File: src/rtl/univ_shift_unit.sv
// rtl/univ_shift_unit.sv - universal shift register with multi-cycle shift/rotate sequencer
//
// Ports:
//   clk          rising-edge clock
//   reset        synchronous active-low reset
//   load, d      parallel load request and data (IDLE only, wins over start)
//   start        shift request (IDLE only); latches mode and amt
//   mode         000 SHL, 001 SHR, 010 SRA, 011 ROL, 100 ROR, others reserved (no-op)
//   amt          number of single-bit shifts, 0 completes immediately
//   sin_l, sin_r live fill bits for SHR / SHL
//   q            register contents
//   busy, done   decodes of the SHIFT and DONE states
//   sout         bit shifted out by the most recent single-bit shift
module univ_shift_unit #(
    parameter int N  = 8,
    parameter int SW = $clog2(N) + 1
) (
    input  logic          clk,
    input  logic          reset,
    input  logic          load,
    input  logic [N-1:0]  d,
    input  logic          start,
    input  logic [2:0]    mode,
    input  logic [SW-1:0] amt,
    input  logic          sin_l,
    input  logic          sin_r,
    output logic [N-1:0]  q,
    output logic          busy,
    output logic          done,
    output logic          sout
);

    typedef enum logic [1:0] {
        IDLE  = 2'd0,
        SHIFT = 2'd1,
        DONE  = 2'd2
    } state_t;

    state_t        state;
    logic [2:0]    mode_r;
    logic [SW-1:0] cnt;

    always_ff @(posedge clk) begin
        if (!reset) begin
            state  <= IDLE;
            q      <= '0;
            sout   <= 1'b0;
            cnt    <= '0;
            mode_r <= 3'b000;
        end else begin
            case (state)
                IDLE: begin
                    if (load) begin
                        q <= d;
                    end else if (start) begin
                        mode_r <= mode;
                        cnt    <= amt;
                        state  <= (amt == '0) ? DONE : SHIFT;
                    end
                end
                SHIFT: begin
                    // Fill bits are taken live on every shift edge, not at start.
                    case (mode_r)
                        3'b000: begin q <= {q[N-2:0], sin_r}; sout <= q[N-1]; end
                        3'b001: begin q <= {sin_l, q[N-1:1]}; sout <= q[0];   end
                        3'b010: begin q <= {q[N-1], q[N-1:1]}; sout <= q[0];  end
                        3'b011: begin q <= {q[N-2:0], q[N-1]}; sout <= q[N-1]; end
                        3'b100: begin q <= {q[0], q[N-1:1]}; sout <= q[0];    end
                        default: ; // reserved: count down without touching q/sout
                    endcase
                    cnt <= cnt - SW'(1);
                    if (cnt == SW'(1)) begin
                        state <= DONE;
                    end
                end
                DONE: begin
                    state <= IDLE;
                end
                default: begin
                    state <= IDLE;
                end
            endcase
        end
    end

    assign busy = (state == SHIFT);
    assign done = (state == DONE);

endmodule

File: config.mk
export PLATFORM = sky130hd
export DESIGN_NAME = univ_shift_unit
export DESIGN_NICKNAME = d
export VERILOG_FILES = /design/src/rtl/univ_shift_unit.sv
export SDC_FILE = /design/constraint.sdc
export NUM_CORES = 1
export LEC_CHECK = 0
export ABC_AREA = 1
export BUFFER_PORTS_ARGS = -buffer_cell sky130_fd_sc_hd__buf_4
export CORE_MARGIN = 1
export CORE_UTILIZATION = 45
export CTS_CLUSTER_DIAMETER = 30
export DETAILED_ROUTE_END_ITERATION = 8
export PLACE_DENSITY = 0.77
export SYNTH_ARGS = -nofsm -noshare
export SYNTH_HDL_FRONTEND = slang
export SYNTH_SLANG_ARGS = --single-unit
File: constraint.sdc
create_clock -name clk -period 1.81 [get_ports clk]
set_input_delay 0.362 -clock clk [delete_from_list [all_inputs] [get_ports clk]]
set_output_delay 0.362 -clock clk [all_outputs]
set_load 0.02 [all_outputs]
==> results.cfg, run 1 <==
[critical_path]
critical_path_class = reg2out
start_kind = register
slowest_stage = dfxtp_1
worstPathRequired_ps = 1450
cp_max_fo = 11
end_kind = output pin
crit_chain = inv_2, nor2_4, buf_4
cp.arrival_ps = 1290
r2r-start = state[0]
startpoint = state[0]
worst_path_largest_cell_delay_ps = 460

[die]
io_pins = 32
core_um2 = 2320
die_w_um = 52.5
placement_rows = 17
dieHeight_um = 52.5
initial_core_util_pct = 49.5
dieArea_um2 = 2760

[timing]
fin_skew_ps = 2.13
worst_slew_pin_slew_ps = 323
fmax_ghz = 0.605
finalMaxSlewViolations = 0
period_needed_ps = 1650
relSlewSlack_pct = 78.5
rsz0062_at_grt = no
hold_slack_ps = 330
post-route-period-util_pct = 91.4
setup_tns_ps = 0
hold_viol_final = 0
finalSetupViolCount = 0

[clock_tree]
clk_pin_slew_ps = 100
cts_setup_buffers = 0
cts_resized = 0
insertion_delay_ps = 290
clk_path_buf_depth = 2
clock_sinks = 18
cts-root-buf = clkbuf_4
hold_buffers = 0
cts_buffers = 3
cts_tree = yes
cts.htree.levels = 1

[min_path]
hp-class = in2reg
min-delay-start = amt[1]

[global_route]
grt_overflow_total = 0
grt_pass1_wl_mm = 4.66
antenna_found_initial = 0
grt_usage_pct = 22.9
grt_pass1_vias = 1068
grt_max_degree = 14

[synth]
syn_area_um2 = 1150
yosysUniqueCellTypes = 29
synth_adder_area_share_pct = 2.18
synth_fp_nets = 189
synth_seq_area_share_pct = 31.4
yosysWarnings = 0
avgSynthCellArea_um2 = 6.92
synth_top_family_by_area = simple AND/OR/NAND/NOR gates
synthCells = 166
ys_seq_elements = 18
muxShareOfSynthArea_pct = 0
synth_simple_gate_area_share_pct = 37.5
synthXorXnorAreaFrac_pct = 0.763
synth_compound_area_share_pct = 19.0

[drt]
routed_wl_mm = 2.80
antenna_left = 0
vias = 1255
vias_per_cell = 5.60
maxUsedRoutingLayer = met4
wl_per_cell_um = 12.5
dr.pass1.iters = 4
drc = 0
wl_met3_um = 141
drt_iter0_markers = 46
wl_met1_mm = 1.27
wl_met2_mm = 1.37

[power_and_ir_drop]
ir_drop_mv = 0.761
p_seq_share_pct = 38.9
power_switching_mw = 0.666
clockPowerShare_pct = 13.2
p_int_mw = 0.843
power.density_nw_per_um2 = 1080
combPwrFrac_pct = 47.9
swShare_pct = 44.2
leakage_nw = 0.642

[status]
outcome = finished, final reports clean

[final_layout]
final_core_util_pct = 60.6
drive_gt1_share_pct = 28.6
mostFrequentLayoutCells = nand2_1 (36), buf_4 (32), dfxtp_1 (18)
antennaDiodeCount = 0
nFillCells = 232
layout_commonest_cell = nand2_1
nNetsFinal = 221
area_growth_pct = 22.2

[job]
cap_viol_max_count = 0

[placement]
gp_congestion = 0.817
portBuffers = 31
hpwl_mm = 2.17
[layout make-up]
class | count | area [µm²] | area share [%]
clock buffers | 3 | 22.5 | 1.60
flip-flops and latches | 18 | 360 | 25.7
multi-input cells | 126 | 682 | 48.6
repair buffers | 32 | 240 | 17.1
inverters | 17 | 63.8 | 4.55
well taps | 28 | 35.0 | 2.50
[synth_stat cells]
library cell	number	area, µm²
nor3_2	1	10.0
nand2_4	4	45.0
a211oi_1	2	15.0
inv_1	12	45.0
o21ai_1	3	15.0
nor3_1	1	5.00
nor4_1	1	6.26
inv_2	5	18.8
nand3_4	1	17.5
a21oi_1	10	50.1
nand4_1	6	37.5
nand2_1	36	135
nand2_2	5	31.3
buf_6	3	33.8
ha_1	2	25.0
o21ai_0	11	55.1
buf_2	1	5.00
nor2_4	1	11.3
dfxtp_1	18	360
nand3_1	14	70.1
o21ai_2	2	17.5
a22oi_1	1	7.51
o211ai_1	1	7.51
or2_2	1	6.26
nor2_2	1	6.26
a31oi_1	8	50.1
xor2_1	1	8.76
clkbuf_1	1	3.75
nor2_1	13	48.8
[critical path: cells and delay by family, from the launching register on]
kind	cells	cell delay [ps]
buffers and inverters	2	280
AND/OR/NAND/NOR	1	260
flip-flops	1	460
[state kept, by name, indices dropped and copies added (netlist names)]
signal  flops
mode_r      3
q           8
sout        1
state       2
cnt         4
[power by group through the flow]
stage               Clock (mW)  Combinational, mW  Sequential [mW]
CTS                      0.207              0.723            0.585
global route             0.224              0.809            0.601
floorplan                    0              0.492            0.625
finish                   0.199              0.723            0.588
detailed placement           0              0.720            0.594
global placement             0              0.704            0.589
[per-stage QoR]
stage	setup WS, ps	power, mW	cell area [µm²]	cells
2_1_floorplan	623	1.12	1150	166
6_report	156	1.51	1400	224
5_1_grt	80.6	1.63	1400	224
3_5_place_dp	383	1.31	1380	221
4_1_cts	149	1.51	1400	224
3_3_place_gp	444	1.29	1380	221
[final timing paths]
check             slack, ps  cells past startpoint      to
setup / recovery        160                      3    busy
hold / removal          330                      3  cnt[1]
setup reg to reg        370                      7  cnt[2]
hold reg to reg         470                      2  cnt[3]
[kinds of logic after synthesis]
kind of cell	after synthesis
AND/OR/NAND/NOR	85
flip-flops	18
AO/OA/AOI/OAI	38
adder cells (fa/ha/maj)	2
XOR/XNOR	1
buffers and inverters	22
[layer usage]
metal	up-vias	track usage (%)
li1	626	-
met1	581	30.0
met2	46	36.7
met3	2	4.06
met4	0	9.65
met5	-	0
Power figures use the tool's default switching activity.
==> run 2: changes to the inputs <==
--- a/config.mk
+++ b/config.mk
@@ -11,7 +11,9 @@
 export CORE_UTILIZATION = 45
 export CTS_CLUSTER_DIAMETER = 30
 export DETAILED_ROUTE_END_ITERATION = 8
+export HOLD_SLACK_MARGIN = 0.08
 export PLACE_DENSITY = 0.77
+export RECOVER_POWER = 50
 export SYNTH_ARGS = -nofsm -noshare
 export SYNTH_HDL_FRONTEND = slang
 export SYNTH_SLANG_ARGS = --single-unit
==> run 2 against run 1 <==
Core utilization is 2.2 points lower. Largest cell class unchanged. Via count is 1.6% lower. Fmax is 0.31% higher. Largest power group unchanged. Setup slack better by 5.0 ps. First-iteration DRC count is 17% lower. Worst hold slack better by 0.72 ps. Sequential power hardly changed. Clock skew is 2.2 ps higher. Non-clock buffer count stayed put. Highest routed layer unchanged.
==> results.cfg, run 2 (synthesized netlist as in run 1, its figures left out) <==
[critical_path]
critical_path_class = reg2out
crit_buf_inv = 2
r2r-start = mode_r[0]
cp_max_fo = 11
crit_chain = inv_2, nor2_4, buf_4
worstPathRequired_ps = 1450
cp.arrival_ps = 1290
end_kind = output pin
start_kind = register
worst_path_largest_cell_delay_ps = 460
slowest_stage = dfxtp_1
reg2regPathDepth = 8
cp_top_family = flip-flops
worst-path-stages = 3
startpoint = state[0]

[power_and_ir_drop]
power.density_nw_per_um2 = 1080
ir_drop_mv = 0.762
leakage_nw = 0.600

[min_path]
hp-class = in2reg
min-delay-start = amt[1]
whs_path_depth = 3

[drt]
routed_wl_mm = 2.82
vias_per_cell = 5.51
dr.pass1.iters = 4
antenna_left = 0
vias = 1235
drc = 0
wl_per_cell_um = 12.6
drt_iter0_markers = 38

[clock_tree]
cts_tree = yes
clock_sinks = 18
clk_pin_slew_ps = 90
cts-root-buf = clkbuf_4
hold_buffers = 0
cts.htree.levels = 1
cts_buffers = 3
cts_resized = 0
cts_setup_buffers = 0
clk_path_buf_depth = 2
insertion_delay_ps = 290

[final_layout]
largest_register = q
area_growth_pct = 17.9
layout_commonest_cell = nand2_1
stdcell_area_um2 = 1350
mostFrequentLayoutCells = nand2_1 (37), buf_4 (22), dfxtp_1 (18)
antennaDiodeCount = 0
final_cells = 224
nNetsFinal = 221
largest_reg_flops = 8
drive_gt1_share_pct = 22.4
final_core_util_pct = 58.4
reg.largest.list = q: 8 flops, cnt: 4 flops, mode_r: 3 flops

[die]
initial_core_util_pct = 49.5
io_pins = 32
die_w_um = 52.5
dieHeight_um = 52.5
placement_rows = 17
dieArea_um2 = 2760
core_um2 = 2320

[timing]
setup_tns_ps = 0
finalMaxSlewViolations = 0
rsz0062_at_grt = no
finalSetupViolCount = 0
fin_skew_ps = 4.30
fmax_ghz = 0.606
post-route-period-util_pct = 91.1
period_needed_ps = 1650
relSlewSlack_pct = 78.3
hold_viol_final = 0
worst_slew_pin_slew_ps = 325

[placement]
dp_cells = 221
portBuffers = 31
hpwl_mm = 2.17
gp_congestion = 0.817
place_area_um2 = 1380

[global_route]
grt_overflow_total = 0
antenna_found_initial = 0
grt_max_degree = 14
grt_pass1_wl_mm = 4.66
grt_pass1_vias = 1068
grt_usage_pct = 22.9

[job]
cap_viol_max_count = 0

[status]
outcome = finished, final reports clean
-- run 2: cell count changes in the layout (fill, tap and decap cells not counted), sizes merged --
cell,delta
buf,-10
clkbuf,+10
-- run 2: per-layer routing --
metal / GRT usage (%) / share of wire [%] / wire length [µm]
met1: 30.0 / 46 / 1290
met2: 36.7 / 48 / 1350
met3: 4.06 / 5.8 / 164
met4: 9.65 / 0.53 / 15
met5: 0 / 0 / 0
-- run 2: report_power, final --
part | internal (mW) | switching [mW]
Clock | 0.0774 | 0.120
Combinational | 0.240 | 0.434
Sequential | 0.482 | 0.103
Total | 0.799 | 0.657
-- run 2: path summary, 6_finish.rpt --
path / slack, ps / end
max reg2reg: 320 / q[2]
max: 160 / busy
min: 330 / cnt[1]
min reg2reg: 470 / cnt[3]
-- run 2: worst min-delay path, cell delays in order --
cell and delay [ps]:
buf_4 90, a211oi_1 60, nor2_1 80
-- run 2: area by class of cell --
| type | count | area, µm² |
|---|---|---|
| clock buffer | 3 | 22.5 |
| fill | 246 | 965 |
| timing repair buffer | 32 | 203 |
| tap | 28 | 35.0 |
| multi-input combinational | 126 | 669 |
| sequential | 18 | 360 |
| inverter | 17 | 63.8 |
-- run 2: stage by stage --
step	hold WS (ps)	power [mW]	worst slack (ps)
4_1_cts	329	1.51	149
5_1_grt	326	1.58	80.6
2_1_floorplan	444	1.12	623
6_report	331	1.46	161
3_5_place_dp	455	1.31	383
3_3_place_gp	455	1.29	444
